## src/rtl/lsu_pkg.sv

```systemverilog
// Shared definitions for the load/store unit controller: func3 encodings,
// FSM states, default bus timeout and request legality helpers.
package lsu_pkg;

  localparam int TIMEOUT_DEFAULT = 255;

  // RISC-V load/store func3 encodings (size in [1:0], unsigned flag in [2])
  localparam logic [2:0] F3_B  = 3'b000;
  localparam logic [2:0] F3_H  = 3'b001;
  localparam logic [2:0] F3_W  = 3'b010;
  localparam logic [2:0] F3_BU = 3'b100;
  localparam logic [2:0] F3_HU = 3'b101;

  typedef enum logic [1:0] {
    S_IDLE = 2'd0,
    S_REQ  = 2'd1,
    S_WAIT = 2'd2,
    S_RESP = 2'd3
  } lsu_state_e;

  // Stores only know signed sizes; loads additionally allow BU/HU
  function automatic logic f3_legal(input logic we, input logic [2:0] f3);
    if (we) begin
      return (f3 == F3_B) || (f3 == F3_H) || (f3 == F3_W);
    end
    return (f3 == F3_B) || (f3 == F3_H) || (f3 == F3_W) ||
           (f3 == F3_BU) || (f3 == F3_HU);
  endfunction

  // Natural alignment check on the low address bits for the access size
  function automatic logic addr_aligned(input logic [2:0] f3, input logic [1:0] a);
    case (f3[1:0])
      2'b01:   return (a[0] == 1'b0);
      2'b10:   return (a == 2'b00);
      default: return 1'b1;
    endcase
  endfunction

endpackage

```

## src/rtl/lsu_align.sv

```systemverilog
// Lane steering for the LSU: byte enables, store data replication and
// load data extraction with sign/zero extension. Purely combinational.
module lsu_align
  import lsu_pkg::*;
(
  input  logic [2:0]  func3,
  input  logic [1:0]  addr_lo,
  input  logic [31:0] wdata,
  input  logic [31:0] rword,
  output logic [3:0]  be,
  output logic [31:0] wdata_rep,
  output logic [31:0] ldata
);

  logic signed [7:0]  lane_b;
  logic signed [15:0] lane_h;

  // Byte enables and replicated store data follow the access size
  always_comb begin
    be        = 4'b1111;
    wdata_rep = wdata;
    case (func3[1:0])
      2'b00: begin
        be        = 4'b0001 << addr_lo;
        wdata_rep = {4{wdata[7:0]}};
      end
      2'b01: begin
        be        = 4'b0011 << {addr_lo[1], 1'b0};
        wdata_rep = {2{wdata[15:0]}};
      end
      default: begin
        be        = 4'b1111;
        wdata_rep = wdata;
      end
    endcase
  end

  // Pick the addressed lane of the read word and extend it to 32 bits
  always_comb begin
    case (addr_lo)
      2'd0:    lane_b = rword[7:0];
      2'd1:    lane_b = rword[15:8];
      2'd2:    lane_b = rword[23:16];
      default: lane_b = rword[31:24];
    endcase
    lane_h = addr_lo[1] ? rword[31:16] : rword[15:0];
    case (func3)
      F3_B:    ldata = 32'(lane_b);
      F3_H:    ldata = 32'(lane_h);
      F3_BU:   ldata = {24'b0, lane_b};
      F3_HU:   ldata = {16'b0, lane_h};
      default: ldata = rword;
    endcase
  end

endmodule

```

## src/rtl/lsu_ctrl.sv

```systemverilog
// Load/store unit controller: accepts one core memory request at a time,
// runs a single request/grant(/rvalid) bus transaction, stalls the core
// meanwhile and returns a one-cycle done pulse with error and load data.
module lsu_ctrl
  import lsu_pkg::*;
#(
  parameter int TIMEOUT = TIMEOUT_DEFAULT
) (
  input  logic        clk,
  input  logic        rst,
  input  logic        req_valid,
  input  logic        req_we,
  input  logic [2:0]  req_func3,
  input  logic [31:0] req_addr,
  input  logic [31:0] req_wdata,
  output logic        stall,
  output logic        done,
  output logic        err,
  output logic [31:0] rdata,
  output logic        mem_req,
  output logic        mem_we,
  output logic [31:0] mem_addr,
  output logic [3:0]  mem_be,
  output logic [31:0] mem_wdata,
  input  logic        mem_gnt,
  input  logic        mem_rvalid,
  input  logic [31:0] mem_rdata
);

  // Counter is at least 8 bits but grows if TIMEOUT needs more
  localparam int CNT_W = ($clog2(TIMEOUT + 1) > 8) ? $clog2(TIMEOUT + 1) : 8;

  lsu_state_e       state, state_nxt;
  logic             we_q;
  logic [2:0]       func3_q;
  logic [31:0]      addr_q;
  logic [31:0]      wdata_q;
  logic [CNT_W-1:0] cnt;
  logic             err_q;
  logic             req_ok;
  logic             accept;
  logic             tmo_hit;
  logic             tmo_abort;
  logic             load_done;
  logic [3:0]       be_w;
  logic [31:0]      wdata_w;
  logic [31:0]      ldata_w;

  assign req_ok  = f3_legal(req_we, req_func3) && addr_aligned(req_func3, req_addr[1:0]);
  assign accept  = (state == S_IDLE) && req_valid && req_ok;

  // tmo_hit marks the last bus cycle allowed; a grant/rvalid in that same
  // cycle still completes normally rather than aborting.
  assign tmo_hit   = (cnt == CNT_W'(TIMEOUT - 1));
  assign tmo_abort = tmo_hit && (((state == S_REQ) && !mem_gnt) ||
                                 ((state == S_WAIT) && !mem_rvalid));
  assign load_done = (state == S_WAIT) && mem_rvalid;

  assign mem_addr = {addr_q[31:2], 2'b00};

  lsu_align u_align (
    .func3     (func3_q),
    .addr_lo   (addr_q[1:0]),
    .wdata     (wdata_q),
    .rword     (mem_rdata),
    .be        (be_w),
    .wdata_rep (wdata_w),
    .ldata     (ldata_w)
  );

  // FSM state register
  always_ff @(posedge clk or posedge rst) begin
    if (rst) begin
      state <= S_IDLE;
    end else begin
      state <= state_nxt;
    end
  end

  // Next-state and bus/core handshake outputs
  always_comb begin
    state_nxt = state;
    mem_req   = 1'b0;
    mem_we    = 1'b0;
    mem_be    = 4'b0000;
    mem_wdata = wdata_w;
    stall     = 1'b0;
    done      = 1'b0;
    err       = 1'b0;
    case (state)
      S_IDLE: begin
        stall = req_valid;
        if (req_valid) begin
          state_nxt = req_ok ? S_REQ : S_RESP;
        end
      end
      S_REQ: begin
        stall   = 1'b1;
        mem_req = 1'b1;
        mem_we  = we_q;
        mem_be  = be_w;
        if (mem_gnt) begin
          state_nxt = we_q ? S_RESP : S_WAIT;
        end else if (tmo_hit) begin
          state_nxt = S_RESP;
        end
      end
      S_WAIT: begin
        stall = 1'b1;
        if (mem_rvalid || tmo_hit) begin
          state_nxt = S_RESP;
        end
      end
      S_RESP: begin
        done      = 1'b1;
        err       = err_q;
        state_nxt = S_IDLE;
      end
      default: state_nxt = S_IDLE;
    endcase
  end

  // Capture the accepted request; these fields drive the bus through REQ
  always_ff @(posedge clk) begin
    if (accept) begin
      we_q    <= req_we;
      func3_q <= req_func3;
      addr_q  <= req_addr;
      wdata_q <= req_wdata;
    end
  end

  // Bus-cycle counter: cleared while idle, counts REQ and WAIT cycles
  always_ff @(posedge clk or posedge rst) begin
    if (rst) begin
      cnt <= '0;
    end else if (state == S_IDLE) begin
      cnt <= '0;
    end else if ((state == S_REQ) || (state == S_WAIT)) begin
      cnt <= cnt + 1'b1;
    end
  end

  // Error flag presented with done: illegal/misaligned request or timeout
  always_ff @(posedge clk or posedge rst) begin
    if (rst) begin
      err_q <= 1'b0;
    end else if ((state == S_IDLE) && req_valid) begin
      err_q <= !req_ok;
    end else if (tmo_abort) begin
      err_q <= 1'b1;
    end
  end

  // Load result register: updated only by a completed load or a timeout
  always_ff @(posedge clk or posedge rst) begin
    if (rst) begin
      rdata <= '0;
    end else if (load_done) begin
      rdata <= ldata_w;
    end else if (tmo_abort) begin
      rdata <= '0;
    end
  end

endmodule

```

## config.mk

```make
export PLATFORM = sky130hd
export DESIGN_NAME = lsu_ctrl
export DESIGN_NICKNAME = d
export VERILOG_FILES = /design/src/rtl/lsu_pkg.sv /design/src/rtl/lsu_align.sv /design/src/rtl/lsu_ctrl.sv
export SDC_FILE = /design/constraint.sdc
export NUM_CORES = 1
export LEC_CHECK = 0
export CORE_UTILIZATION = 40
export CTS_CLUSTER_DIAMETER = 30
export DETAILED_ROUTE_END_ITERATION = 6
export GPL_ROUTABILITY_DRIVEN = 0
export PLACE_DENSITY = 0.84
export SLEW_MARGIN = 20
export SYNTH_ARGS = -nofsm -noshare
export SYNTH_HDL_FRONTEND = slang
export SYNTH_SLANG_ARGS = --single-unit
```

## constraint.sdc

```tcl
create_clock -name clk -period 2.7 [get_ports clk]
set_input_delay 0.54 -clock clk [delete_from_list [all_inputs] [get_ports clk]]
set_output_delay 0.54 -clock clk [all_outputs]
set_load 0.01 [all_outputs]
```

==> results.tsv, run 1 <==
stage	metric	value	unit
die	Initial Utilization	41.5	%
timing	Slew HR	39.2	%
timing	min Tclk post-route	2600	ps
die	die area	13700	µm²
worst_hold_path	Hold EP	rdata[13]	
final_layout	FILL cells	1028	
clock_network	Clock Latency Late Sink	350	ps
setup_path	peak per-stage delay on the critical path	610	ps
power_and_ir_drop	VDD IR-drop max	0.440	mV
synthesis	post-synthesis sequential area ratio	59.0	%
synthesis	Synth Area in Adders	2.37	%
power_and_ir_drop	leak pwr	0.00293	µW
setup_path	Critical R2R Capture	rdata[11]	
final_layout	ratio of cells with drive above 1 in the final layout	9.92	%
synthesis	#FFs+latches synth	111	
die	Die Span Y	117	µm
setup_path	crit start category	flop	
final_layout	Area Growth Syn to Fin	44.8	%
synthesis	area share of and/or/nand/nor cells after synthesis	8.01	%
setup_path	CP max FO	6	
route	vias per std cell	5.23	
die	die width	117	µm
clock_network	post-CTS setup buffers	0	
timing	Final Hold Viols	0	
timing	Final setup viols	0	
synthesis	Yosys top cell area share	38.7	%
route	Via Count	4014	
place	placed instance count	752	
global_routing	largest net degree at the start of global routing	44	
synthesis	post-synth cell types	54	
power_and_ir_drop	total power	5850	µW
setup_path	CP required	2160	ps
die	# rows	41	
final_layout	Post-Layout Cell Count	767	
synthesis	post-synthesis xor/xnor area fraction	0.332	%
clock_network	hold_buf cts	0	
timing	Max Freq	0.385	GHz
setup_path	crit path DAT	2060	ps
setup_path	Worst setup EP type	primary output	
final_layout	Final #Nets	706	
synthesis	leading area contributor after synthesis	edfxtp_1	
power_and_ir_drop	PwrDens	765	nW/µm²
clock_network	CTS Buffer Depth	2	
timing	Post-Route Skew	6.40	ps
route	WL per Instance	18.7	µm
global_routing	GRT Total Usage	21.5	%
setup_path	Worst R2R Path Depth	8	
route	Initial DRT Pass Iterations	4	
final_layout	final core utilization	60.1	%
synthesis	Mapped Area	5280	µm²
timing	fin crit share	96.3	%
synthesis	synth warn	0	
setup_path	crit-path cells	buf_4, mux2i_1, o21ai_0, clkdlybuf4s50_1	
clock_network	root buf cell	clkbuf_16	
place	Port Buffers	207	
synthesis	Compound-Gate Fraction of Synth Area	14.9	%
route	drt drc	0	
place	Final HPWL DP	10.8	mm
setup_path	Top Family by Delay on Critical Path	buffers and inverters	
run	Max-Cap Viols	0	
clock_network	CTS tree	yes	
global_routing	first-pass GRT wire length	21.6	mm
die	Top Ports	210	
setup_path	Max stage delay cell, worst path	clkdlybuf4s50_1	
timing	Final TNS setup	0	ps
global_routing	vias in the first global route	4155	
route	post-route ant nets	0	
worst_hold_path	Worst Hold Class	reg -> reg	
timing	Slew Limit Fails	0	
setup_path	r2r setup slk	210	ps
synthesis	synth top area cells	edfxtp_1 39%, dfrtp_1 20%, buf_4 5.7%	
global_routing	initial antenna violation count	0	
setup_path	Crit Path Class	reg -> out	
synthesis	largest family of logic cells by synthesized area	compound AO/OA/AOI/OAI gates	
clock_network	total CTS buffers	9	
timing	RSZ-0062 raised after global routing	no	
run_status	outcome	finished, final reports clean	
route	1st-iter DRT viols	272	
worst_hold_path	worst hold path depth	1	
synthesis	mux contribution to synthesized area	6.14	%
global_routing	GRT overflow	0	
timing	Worst-Margin Slew	912	ps
final_layout	# diodes	0	
clock_network	Worst-path clk slew	70	ps
worst_hold_path	hold path start	rdata[13]	
clock_network	CTS H-tree depth	3	
route	drt total wl	14.3	mm
clock_network	clock sinks	111	
synthesis	Synth Instances	420	
synthesis	Mapped Avg Cell Area	12.6	µm²
setup_path	worst path buffer plus inverter count	2	
setup_path	instance count on the critical path	4	
die	core area	12700	µm²
setup_path	Reg-to-Reg Start	state[1]	
timing	worst hold slack	506	ps
## layout make-up
| type | instances | area, µm² | area share [%] |
|---|---|---|---|
| Clock buffer | 9 | 225 | 2.94 |
| Clock inverter | 6 | 133 | 1.73 |
| Inverter | 16 | 60.1 | 0.785 |
| Multi-Input combinational cell | 231 | 1700 | 22.2 |
| Sequential cell | 111 | 3120 | 40.8 |
| Tap cell | 172 | 215 | 2.81 |
| Timing Repair Buffer | 222 | 2200 | 28.7 |
## cells in the final DEF, fill, tap and decap left out, types with 14 or more instances in the layout
| cell | netlist | routed |
|---|---|---|
| clkdlybuf4s50_1 | 0 | 207 |
| a21oi_1 | 17 | 17 |
| dfrtp_1 | 43 | 43 |
| edfxtp_1 | 68 | 68 |
| a221o_1 | 17 | 17 |
| inv_1 | 16 | 16 |
| buf_4 | 40 | 14 |
| mux2_2 | 19 | 19 |
| o21ai_0 | 19 | 19 |
| nand2_1 | 27 | 27 |
## sequential cells by signal, summed over array words and instances, names as in the netlist
| register | count |
|---|---|
| addr_q | 32 |
| rdata | 32 |
| wdata_q | 32 |
| cnt | 8 |
| func3_q | 3 |
| state | 2 |
| err_q | 1 |
| we_q | 1 |
## metrics by stage
stage	setup slack, ps	area, µm²
CTS	70.3	7640
floorplan	186	5290
detailed placement	93.0	7280
global route	16.0	7650
global placement	143	7280
finish	99.8	7650
## cell families (layout without fill, tap and decap cells)
logic type | after synthesis | after routing
XOR/XNOR | 2 | 2
flip-flops | 111 | 111
buffers and inverters | 79 | 253
other | 1 | 2
adder cells (fa/ha/maj) | 10 | 10
AND/OR/NAND/NOR | 80 | 80
multiplexers | 30 | 30
AO/OA/AOI/OAI | 107 | 107
## power by group
| group | switching, µW | leakage, µW | total [µW] | internal (µW) |
|---|---|---|---|---|
| sequential | 231 | 0.00116 | 2350 | 2120 |
| clock | 587 | 0.000174 | 1580 | 995 |
| combinational | 822 | 0.00159 | 1910 | 1090 |
| total | 1640 | 0.00293 | 5850 | 4210 |
## routing by layer
layer  track usage, %  part of all wire [%]  vias to the layer above
met5                0                     0                        -
met1             23.6                    38                     1931
li1                 -                     -                     1866
met4             9.45                   1.6                        0
met3             7.00                   9.1                       16
met2             38.1                    51                      201
## cell usage after synthesis (all sizes together)
cell / n
a22oi: 1
xnor2: 1
o2bb2ai: 13
xor2: 1
or2: 3
nor2b: 10
mux2i: 11
mux2: 19
dfrtp: 43
edfxtp: 68
nand3b: 5
buf: 53
a21oi: 18
o31ai: 1
and2: 4
inv: 16
and3: 1
a21o: 6
a31oi: 1
a22o: 2
a211oi: 1
nand2: 27
nand3: 4
o221ai: 1
a211o: 5
conb: 1
nand4: 1
nand2b: 3
o22a: 1
a221oi: 10
o22ai: 6
a221o: 17
or3: 1
o211a: 1
o21ai: 20
o211ai: 2
and4b: 1
nor3: 6
nor2: 14
ha: 10
a2bb2oi: 1
clkbuf: 10
## how the worst max path moves through the flow
stage / start / end
2_1_floorplan: req_func3[0] / addr_q[0]
3_3_place_gp: req_func3[0] / wdata_q[16]
3_5_place_dp: req_func3[0] / wdata_q[1]
4_1_cts: func3_q[0] / mem_wdata[28]
5_1_grt: func3_q[0] / mem_wdata[28]
6_report: func3_q[0] / mem_wdata[28]
## worst reg2reg max path, cell delays in order, from the launching register on
cell and delay (ps):
dfrtp_1 430, inv_1 130, ha_1 250, inv_1 170, o22ai_1 140, nor2b_4 150, nor2_2 680, buf_4 320
o2bb2ai_1 140
## what timing repair did
item	CTS	global route
pin swaps	0	0
endpoints found under the setup margin	1	1
gates resized for setup	1	1
(Power assumes the default switching activity.)
==> run 2, diff against run 1 <==
--- a/config.mk
+++ b/config.mk
@@ -9,7 +9,8 @@
 export CTS_CLUSTER_DIAMETER = 30
 export DETAILED_ROUTE_END_ITERATION = 6
 export GPL_ROUTABILITY_DRIVEN = 0
-export PLACE_DENSITY = 0.84
+export PLACE_DENSITY = 0.81
+export REMOVE_ABC_BUFFERS = 1
 export SLEW_MARGIN = 20
 export SYNTH_ARGS = -nofsm -noshare
 export SYNTH_HDL_FRONTEND = slang
==> results.tsv, run 2 (same netlist as run 1, synthesis figures left out) <==
stage	metric	value	unit
run_status	outcome	finished, final reports clean	
die	die area	13700	µm²
final_layout	most frequent cells in the layout	207 x clkdlybuf4s50_1, 68 x edfxtp_1, 43 x dfrtp_1	
power_and_ir_drop	PwrDens	730	nW/µm²
clock_network	Worst-path clk slew	70	ps
setup_path	Crit Path Class	reg -> out	
setup_path	Critical R2R Capture	rdata[9]	
final_layout	FF+latch area	3120	µm²
place	Port Buffers	207	
final_layout	FILL cells	1041	
clock_network	CTS H-tree depth	3	
final_layout	final core utilization	60.0	%
setup_path	CP max FO	10	
setup_path	CP required	2160	ps
global_routing	GRT Total Usage	21.5	%
route	WL per Instance	18.3	µm
setup_path	Reg-to-Reg Start	state[1]	
global_routing	first-pass GRT wire length	21.6	mm
clock_network	CTS Buffer Depth	2	
timing	RSZ-0062 raised after global routing	no	
final_layout	# diodes	0	
route	post-route ant nets	0	
clock_network	CTS tree	yes	
final_layout	multi-input combinational cell area	1700	µm²
timing	Post-Route Skew	7.79	ps
final_layout	Final #Nets	709	
timing	min Tclk post-route	2590	ps
timing	fin crit share	95.8	%
route	drt total wl	14.1	mm
clock_network	clock sinks	111	
die	# rows	41	
setup_path	r2r setup slk	540	ps
place	Final HPWL DP	10.6	mm
final_layout	ratio of cells with drive above 1 in the final layout	10.5	%
power_and_ir_drop	Clock Power Share	23.8	%
clock_network	root buf cell	clkbuf_16	
timing	Slew HR	53.4	%
timing	Final setup viols	0	
worst_hold_path	Worst Hold Class	reg -> reg	
route	Via Count	4027	
setup_path	crit path capture	mem_wdata[15]	
die	die width	117	µm
clock_network	hold_buf cts	0	
run	Max-Cap Viols	0	
die	core area	12700	µm²
setup_path	crit path DAT	2050	ps
setup_path	crit start category	flop	
power_and_ir_drop	VDD IR-drop max	0.369	mV
final_layout	commonest non-fill, non-tap cell in the layout	clkdlybuf4s50_1	
global_routing	GRT overflow	0	
timing	PnR worst setup slack	113	ps
route	drt drc	0	
power_and_ir_drop	leak pwr	0.00292	µW
die	Initial Utilization	41.5	%
global_routing	initial antenna violation count	0	
clock_network	total CTS buffers	9	
power_and_ir_drop	sw frac	29.8	%
place	pre-CTS setup slack	-6.76	ps
setup_path	Worst setup EP type	primary output	
final_layout	biggest regs	addr_q (32), rdata (32), wdata_q (32)	
clock_network	Clock Latency Late Sink	360	ps
route	1st-iter DRT viols	277	
die	Die Span Y	117	µm
final_layout	Area Growth Syn to Fin	44.5	%
power_and_ir_drop	Psw	1660	µW
power_and_ir_drop	combinational fraction of design power	34.2	%
timing	Max Freq	0.387	GHz
timing	Worst-Margin Slew	699	ps
route	Initial DRT Pass Iterations	4	
route	vias per std cell	5.22	
die	Top Ports	210	
power_and_ir_drop	sequential share of power	42.0	%
timing	Slew Limit Fails	0	
timing	Final Hold Viols	0	
setup_path	origin of the worst setup path	func3_q[1]	
power_and_ir_drop	P_int	3910	µW
global_routing	vias in the first global route	4285	
timing	Final TNS setup	0	ps
setup_path	Worst R2R Path Depth	8	
global_routing	largest net degree at the start of global routing	44	
==> run 2: cell types whose count changed in the layout (fill, tap and decap cells not counted), moves of 2 or more <==
cell,delta
inv_8,+2
bufinv_16,-4
clkbuf_8,+2
clkinv_4,+3
==> run 2: worst min path at each step <==
stage / from / to / slack [ps] / depth (start not counted)
after CTS: rdata[3] / rdata[3] / 500 / 1
after global placement: rdata[2] / rdata[2] / 470 / 1
after floorplan: err_q / err_q / 490 / 2
after detailed placement: rdata[3] / rdata[3] / 480 / 1
after global routing: rdata[11] / rdata[11] / 510 / 1
final: rdata[3] / rdata[3] / 500 / 1
==> run 2: final cells by class <==
class / instances / share of cell area [%]
clock buffers: 11 / 3.31
clock inverters: 5 / 0.639
flip-flops and latches: 111 / 40.9
repair buffers: 225 / 29.3
multi-input cells: 231 / 22.3
inverters: 16 / 0.787
well taps: 172 / 2.82
==> run 2: metrics by stage <==
stage / total power [µW] / cells / area (µm²) / hold slack (ps)
6_report: 5570 / 771 / 7630 / 502
5_1_grt: 5860 / 771 / 7630 / 514
4_1_cts: 5620 / 770 / 7610 / 501
3_5_place_dp: 4280 / 754 / 7310 / 481
3_3_place_gp: 4210 / 754 / 7310 / 473
2_1_floorplan: 3190 / 358 / 4860 / 493
==> run 2: per-layer routing <==
| layer | up-vias | track usage [%] | wire, µm |
|---|---|---|---|
| li1 | 1866 | - | - |
| met1 | 1930 | 24.5 | 5450 |
| met2 | 201 | 36.5 | 6990 |
| met3 | 30 | 7.98 | 1330 |
| met4 | 0 | 8.78 | 368 |
| met5 | - | 0 | 0 |
==> run 2: worst max-delay path: stages (launching register included) <==
cell and delay, ps:
edfxtp_1 470, nor2_2 130, buf_4 210, mux2_2 350
clkdlybuf4s50_1 530
==> run 2: what timing repair did <==
action / CTS / global route
gates resized for setup: 1 / 1
pin swaps: 0 / 1
setup buffers: 0 / 1
endpoints found under the setup margin: 1 / 2
==> run 2: power by group through the flow <==
stage / Combinational, µW / Clock [µW] / Sequential (µW)
global route: 2080 / 1410 / 2380
finish: 1910 / 1330 / 2340
detailed placement: 1910 / 0 / 2370
CTS: 1920 / 1360 / 2340
floorplan: 741 / 0 / 2450
global placement: 1850 / 0 / 2360
==> run 3, diff against run 2 <==
--- a/config.mk
+++ b/config.mk
@@ -7,10 +7,12 @@
 export LEC_CHECK = 0
 export CORE_UTILIZATION = 40
 export CTS_CLUSTER_DIAMETER = 30
+export CTS_CLUSTER_SIZE = 16
 export DETAILED_ROUTE_END_ITERATION = 6
 export GPL_ROUTABILITY_DRIVEN = 0
 export PLACE_DENSITY = 0.81
 export REMOVE_ABC_BUFFERS = 1
+export SETUP_SLACK_MARGIN = 0.2
 export SLEW_MARGIN = 20
 export SYNTH_ARGS = -nofsm -noshare
 export SYNTH_HDL_FRONTEND = slang
==> constraint.sdc (replaced) <==
create_clock -name clk -period 2.7 [get_ports clk]
set_input_delay 0.81 -clock clk [delete_from_list [all_inputs] [get_ports clk]]
set_output_delay 0.81 -clock clk [all_outputs]
set_load 0.01 [all_outputs]
==> results.tsv, run 3 (same netlist as run 1, synthesis figures left out) <==
stage	metric	value	unit
run_status	outcome	finished, final reports clean	
worst_hold_path	Worst Hold Class	reg -> reg	
final_layout	FILL cells	1001	
clock_network	CTS Buffer Depth	2	
timing	Post-Route Skew	9.18	ps
global_routing	initial antenna violation count	0	
global_routing	GRT Total Usage	21.9	%
power_and_ir_drop	Psw	1710	µW
die	# rows	41	
die	Die Span Y	117	µm
final_layout	ratio of cells with drive above 1 in the final layout	17.9	%
place	Final HPWL DP	10.6	mm
timing	RSZ-0062 raised after global routing	yes	
power_and_ir_drop	Clock Power Share	26.2	%
route	drt drc	0	
clock_network	root buf cell	clkbuf_16	
power_and_ir_drop	leak pwr	0.00322	µW
global_routing	largest net degree at the start of global routing	44	
worst_hold_path	worst hold path depth	1	
final_layout	commonest non-fill, non-tap cell in the layout	clkdlybuf4s50_1	
setup_path	CP max FO	4	
final_layout	final core utilization	62.4	%
global_routing	GRT overflow	0	
route	Initial DRT Pass Iterations	4	
setup_path	crit start category	flop	
setup_path	crit path DAT	1750	ps
power_and_ir_drop	PwrDens	728	nW/µm²
route	drt total wl	15.2	mm
route	post-route ant nets	0	
setup_path	CP required	1890	ps
timing	Worst-Margin Slew	673	ps
timing	Final setup viols	0	
die	Initial Utilization	41.5	%
die	Top Ports	210	
route	1st-iter DRT viols	265	
clock_network	clock sinks	111	
setup_path	Worst R2R Path Depth	6	
timing	min Tclk post-route	2560	ps
die	die width	117	µm
timing	Final TNS setup	0	ps
power_and_ir_drop	sw frac	29.6	%
clock_network	CTS tree	yes	
clock_network	Clock Latency Late Sink	360	ps
power_and_ir_drop	combinational fraction of design power	33.4	%
clock_network	Worst-path clk slew	80	ps
final_layout	Area Growth Syn to Fin	50.3	%
final_layout	# diodes	0	
timing	Slew HR	55.2	%
global_routing	vias in the first global route	4315	
timing	Max Freq	0.390	GHz
die	core area	12700	µm²
clock_network	CTS H-tree depth	3	
setup_path	Worst setup EP type	primary output	
final_layout	Final #Nets	734	
die	die area	13700	µm²
final_layout	most frequent cells in the layout	175 x clkdlybuf4s50_1, 68 x edfxtp_1, 42 x dfrtp_1	
place	Port Buffers	207	
timing	Final Hold Viols	0	
route	Via Count	4199	
power_and_ir_drop	P_int	4070	µW
power_and_ir_drop	VDD IR-drop max	0.650	mV
route	vias per std cell	5.28	
route	WL per Instance	19.1	µm
run	Max-Cap Viols	0	
final_layout	biggest regs	addr_q (32), rdata (32), wdata_q (32)	
timing	worst hold slack	501	ps
timing	fin crit share	95.0	%
global_routing	first-pass GRT wire length	22.3	mm
clock_network	hold_buf cts	0	
power_and_ir_drop	sequential share of power	40.5	%
setup_path	Crit Path Class	reg -> out	
timing	Slew Limit Fails	0	
clock_network	total CTS buffers	9	
[run 3: changes by cell type in the layout (fill, tap and decap cells not counted), moves of 3 or more]
cell             previous run  this run
clkdlybuf4s50_1           207       175
buf_6                       1        10
dlymetal6s2s_1              0         9
buf_4                      15        32
o21ai_0                    19        16
mux2_4                      0         5
mux2_2                     19        14
clkbuf_16                   9        12
clkinv_4                    3         0
buf_2                       0         3
o21ai_1                     1         4
clkbuf_2                    0         9
dlygate4sd2_1               0         5
[run 3: worst paths after layout]
check	endpoint	slack [ps]	startpoint
worst max-delay path	mem_wdata[15]	140	func3_q[1]
worst min-delay path	rdata[6]	500	rdata[6]
worst max register to register	rdata[31]	620	func3_q[1]
worst min register to register	rdata[6]	500	rdata[6]
max in group asynchronous	state[0]	1400	rst
min in group asynchronous	rdata[2]	890	rst
[run 3: metrics by stage]
stage	cells	power, µW	area (µm²)	worst slack, ps
2_1_floorplan	358	3190	4860	-824
3_3_place_gp	760	4220	7350	-121
3_5_place_dp	760	4290	7350	-193
4_1_cts	784	5800	7760	19.9
5_1_grt	796	6050	7940	56.7
6_report	796	5780	7940	135
[run 3: power groups by stage]
stage	logic (µW)	registers, µW	clock network [µW]
after floorplan	741	2450	0
after global placement	1860	2370	0
after detailed placement	1920	2370	0
after CTS	1930	2340	1530
after global routing	2090	2380	1590
final	1930	2340	1510
[run 3: critical path: stages (launching register included)]
cell	delay (ps)
edfxtp_1	450
buf_6	160
nor2_4	110
buf_6	130
buf_4	110
mux2_4	300
buf_6	130
[run 3: what timing repair did]
item                                    in CTS  in global routing
pin swaps                                    3                  1
resized for setup                           67                 43
gates cloned                                 0                  3
endpoints found under the setup margin      36                 85
buffers inserted                             8                  9
[run 3: final cells by class]
type / instances / area (µm²) / area share [%]
sequential: 111 / 3120 / 39.3
inverter: 16 / 60.1 / 0.757
clock buffer: 10 / 239 / 3.01
multi-input combinational: 231 / 1740 / 21.9
clock inverter: 6 / 98.8 / 1.25
timing repair buffer: 250 / 2470 / 31.1
tap: 172 / 215 / 2.71
[run 3: routing by layer]
| layer | vias to the layer above | share of wire, % | GRT usage, % |
|---|---|---|---|
| met4 | 0 | 3.0 | 11.1 |
| met2 | 205 | 49 | 37.1 |
| met3 | 38 | 8.7 | 7.42 |
| met5 | - | 0 | 0 |
| li1 | 1917 | - | - |
| met1 | 2039 | 39 | 24.7 |
==> RTL change 1 (settings of run 2) <==
One comparison of `cnt` changes from == to >=.
--- a/src/rtl/lsu_ctrl.sv
+++ b/src/rtl/lsu_ctrl.sv
@@ -51,7 +51,7 @@
 
   // tmo_hit marks the last bus cycle allowed; a grant/rvalid in that same
   // cycle still completes normally rather than aborting.
-  assign tmo_hit   = (cnt == CNT_W'(TIMEOUT - 1));
+  assign tmo_hit   = (cnt >= CNT_W'(TIMEOUT - 1));
   assign tmo_abort = tmo_hit && (((state == S_REQ) && !mem_gnt) ||
                                  ((state == S_WAIT) && !mem_rvalid));
   assign load_done = (state == S_WAIT) && mem_rvalid;
Check against the original RTL: no difference found for any inputs over 4 cycles, from zero or initial values and one cycle with rst high; that may be too few to reach the edited logic, so the function may still have changed.
==> RTL change 1 against run 2 <==
Critical path depth is the same. Setup slack lost 11 ps. Routed wire length shrank 1.9%. Maximum frequency shrank 0.41%. Cell area grew 0.30%. Sequential cell count is the same. Area after synthesis grew 1.4%. Power grew 1.2%. Sequential share of layout area shrank 0.12 points.
==> RTL change 1: results (changes against run 2) <==
| Metric | Value | Delta |
| --- | --- | --- |
| Most frequent cells after synthesis | 68 x sky130_fd_sc_hd__edfxtp_1, 43 x sky130_fd_sc_hd__dfrtp_1, 41 x sky130_fd_sc_hd__buf_4 |  |
| Total met3 wirelength after detailed routing | 1366 µm | +2.6% |
| Post-synthesis to final-layout area growth | 42.85% |  |
| Post-synthesis compound-gate area fraction | 14.06% | -0.89 points |
| Clock Skews | 8.036 ps | +0.2424 ps |
| Diode insertion count for antenna repair | 0 | unchanged |
| Placed standard-cell area | 7373 µm² | +0.92% |
| Sequential cell area fraction in the yosys report | 58.20% | -0.84 points |
| GR Util met3 | 7.510% | -0.47 points |
| Met2 usage | 33.01% | -3.5 points |
| Average instance area after synthesis | 12.85 µm² | +2.2% |
| Fraction of synthesized cell area in xor and xnor cells | 0.4904% | +0.16 points |
| Placed Instances | 752 | -0.27% |
| Slew @ Worst Pin | 641.0 ps | -58.16 ps |
| Min-Delay Endpoint | rdata[24] |  |
| Delay of the slowest cell on the worst path | 500 ps | -30 ps |
| Dpl hpwl | 10,310 µm | -2.8% |
| Dominant delay contributor by cell family on the critical path | buffers and inverters |  |
| Min Hold Slack | 516.6 ps | +14.12 ps |
| Routed met2 length | 6854 µm | -2.0% |
| Via count | 4,008 | -0.47% |
| Vias in the first global route | 4,060 | -5.3% |
| Reg2reg setup slack | 660 ps | +120 ps |
| Number of library cell types mapped by synthesis | 53 | -1.9% |
| Hold Fails Final Rpt | 0 | unchanged |
| R2R depth | 7 | -1 |
| Multiplexer area fraction after synthesis | 5.652% | -0.48 points |
| All-Layer GR Usage | 20.14% | -1.3 points |
| Metal1 wirelength | 5350 µm | -1.8% |
| Met1 usage | 23.88% | -0.63 points |
| Outcome | finished clean |  |
| Initial drt markers | 285 | +2.9% |
| Number of nets in the layout | 706 | -0.42% |
| Global-route wire length before repair | 21,550 µm | about the same |
| Area contributors post-synth | sky130_fd_sc_hd__edfxtp_1 38%, sky130_fd_sc_hd__dfrtp_1 20%, sky130_fd_sc_hd__buf_4 5.7% |  |
| Share of synthesized cell area in full adder, half adder and majority cells | 2.335% | -0.034 points |
| Worst VDD drop | 0.4148 mV | +12% |
| Length of the first detailed-routing pass in iterations | 5 | +1 |
| Worst-path maximum fanout | 6 | -4 |
| FFs w/ async S/R, synth | 38.74% | unchanged |
| Cts repair resizes | 0 | -1 |
| FF-to-FF End | rdata[13] |  |
| # fillers | 1,001 | -3.8% |
| Last element of the critical path | mem_wdata[10] |  |
| Critical path data arrival time | 2060 ps |  |
| Pin count of the biggest net entering global routing | 50 | +14% |
| Layout Cells excl Fill | 768 | -0.39% |
| Post-detailed-route wirelength per cell | 18.07 µm | -1.5% |
| Lkg Pwr | 2.875 nW | -1.6% |
-- RTL change 1: report_power, final --
| group | total [W] | internal [W] | switching [W] | leakage (nW) |
|---|---|---|---|---|
| Combinational | 0.00203 | 0.00120 | 0.000831 | 1.59 |
| Clock | 0.00124 | 0.000636 | 0.000608 | 0.128 |
| Sequential | 0.00237 | 0.00214 | 0.000221 | 1.16 |
| Total | 0.00564 | 0.00398 | 0.00166 | 2.88 |
-- RTL change 1: final cells by class --
| cell class | instances | area share [%] |
|---|---|---|
| clock buffers | 11 | 3.041 |
| repair buffers | 223 | 29.02 |
| well taps | 172 | 2.812 |
| flip-flops and latches | 111 | 40.74 |
| clock inverters | 5 | 0.5395 |
| inverters | 15 | 0.7357 |
| multi-input cells | 231 | 23.12 |
-- RTL change 1: per-stage QoR --
stage | worst slack (ps) | setup TNS, ps
3_5_place_dp | 61.81 | 0
4_1_cts | 13.15 | 0
2_1_floorplan | -555.2 | -37750
3_3_place_gp | 115.9 | 0
5_1_grt | 17.15 | 0
6_report | 102.2 | 0
==> RTL change 2 (flow settings as in run 2) <==
Without the edit above. Change the package constant `TIMEOUT_DEFAULT` from 255 to 510.
--- a/src/rtl/lsu_pkg.sv
+++ b/src/rtl/lsu_pkg.sv
@@ -2,7 +2,7 @@
 // FSM states, default bus timeout and request legality helpers.
 package lsu_pkg;
 
-  localparam int TIMEOUT_DEFAULT = 255;
+  localparam int TIMEOUT_DEFAULT = 510;
 
   // RISC-V load/store func3 encodings (size in [1:0], unsigned flag in [2])
   localparam logic [2:0] F3_B  = 3'b000;
Formal check against the unedited RTL: same outputs for any inputs over 4 cycles, from zero or initial values and one cycle with rst high; that may be too few to reach the edited logic, so the function may still have changed.
==> RTL change 2 against run 2 <==
Routed wire length up 4.2%. Cell count down 0.78%. Worst hold slack worse by 3.7 ps. Power up 1.2%. Sequential cell count grew 1. Area after synthesis decreased by 1.1%. Critical endpoint is now mem_wdata[13]. Critical path type unchanged. Cell area decreased by 0.46%. Sequential share of layout area is 0.52 points higher. Count of clock-buffer cells in the layout unchanged. Highest routed layer unchanged. Setup slack got worse by 42 ps.
==> RTL change 2: results (changes against run 2) <==
| Metric | Value | Delta |
| --- | --- | --- |
| Outcome | finished clean |  |
| Number of nets in the layout | 703 | -0.85% |
| Sequential cell area fraction in the yosys report | 60.20% | +1.2 points |
| Lkg Pwr | 2.888 nW | -1.1% |
| Post-Syn Instances | 412 | -1.9% |
| Post-detailed-routing wire length | 14,740 µm | +4.2% |
| Worst-path maximum fanout | 11 | +1 |
| Pin count of the biggest net entering global routing | 45 | +2.3% |
| Average instance area after synthesis | 12.67 µm² | +0.78% |
| Origin of the worst min-delay path | rdata[8] |  |
| # fillers | 986 | -5.3% |
| Dpl hpwl | 10,990 µm | +3.6% |
| Vias in the first global route | 4,334 | +1.1% |
| Placed Instances | 745 | -1.2% |
| Startpoint of the worst-slack reg-to-reg timing path | addr_q[1] |  |
| Most frequent cells after synthesis | 68 x sky130_fd_sc_hd__edfxtp_1, 44 x sky130_fd_sc_hd__dfrtp_1, 40 x sky130_fd_sc_hd__buf_4 |  |
| Share of synthesized cell area in full adder, half adder and majority cells | 2.396% | +0.027 points |
| Placed standard-cell area | 7258 µm² | -0.65% |
| Sequential power share | 41.9% | about the same |
| Share of cells above drive strength 1 | 9.949% | -0.57 points |
| Post-synthesis compound-gate area fraction | 12.99% | -2.0 points |
| Power share of the combinational group | 34.0% | -0.2 points |
| Critical path data arrival time | 2090 ps | +40 ps |
| Slew @ Worst Pin | 715.0 ps | +15.80 ps |
| Fraction of synthesized cell area in xor and xnor cells | 0.5032% | +0.17 points |
| Min Hold Slack | 498.7 ps | -3.722 ps |
| All-Layer GR Usage | 22.52% | +1.0 points |
| Number of library cell types mapped by synthesis | 43 | -20% |
| Multiplexer area fraction after synthesis | 7.405% | +1.3 points |
| Clock Skews | 10.52 ps | +2.723 ps |
| Worst VDD drop | 0.4596 mV | +24% |
| Initial drt markers | 323 | +17% |
| Min-Delay Endpoint | rdata[8] |  |
| Internal power component | 0.003968 W | +1.4% |
[RTL change 2: cell count changes in the layout (fill, tap and decap cells not counted), sizes merged, moves of 5 or more]
cell | before | now
a21o | 6 | 1
a211o | 5 | 0
o22ai | 6 | 1
or3 | 1 | 9
nand3b | 5 | 0
nor2 | 14 | 20
[RTL change 2: worst max path at each step]
stage / start / to / slack [ps] / cells past startpoint
after global placement: req_func3[0] / wdata_q[6] / 130 / 7
after detailed placement: req_func3[0] / addr_q[31] / 30 / 8
after CTS: func3_q[0] / mem_be[0] / 9 / 5
final: func3_q[0] / mem_wdata[13] / 70 / 4
after floorplan: req_func3[0] / addr_q[0] / -550 / 5
after global routing: func3_q[0] / mem_wdata[13] / 3 / 4
[RTL change 2: critical path, delay by kind of cell (launching register included)]
family | cells | cell delay, ps
flip-flops | 1 | 490
buffers and inverters | 2 | 720
AND/OR/NAND/NOR | 1 | 170
multiplexers | 1 | 350
[RTL change 2: timing repair]
action | 4_1_cts | 5_1_grt
resized for setup | 0 | 3
buffers inserted | 0 | 4
endpoints found under the setup margin | 0 | 12
[RTL change 2: layer usage]
| layer | GRT usage, % | part of all wire, % |
|---|---|---|
| met5 | 0 | 0 |
| met4 | 9.744 | 2.8 |
| met3 | 8.718 | 9.7 |
| met2 | 38.74 | 49 |
| met1 | 24.75 | 38 |
[RTL change 2: layout make-up]
class	count	area [µm²]	area share (%)
clock buffers	11	232.7	3.064
clock inverters	5	63.81	0.8401
inverters	13	48.80	0.6424
multi-input cells	226	1634	21.51
flip-flops and latches	112	3143	41.38
well taps	172	215.2	2.833
repair buffers	226	2258	29.73
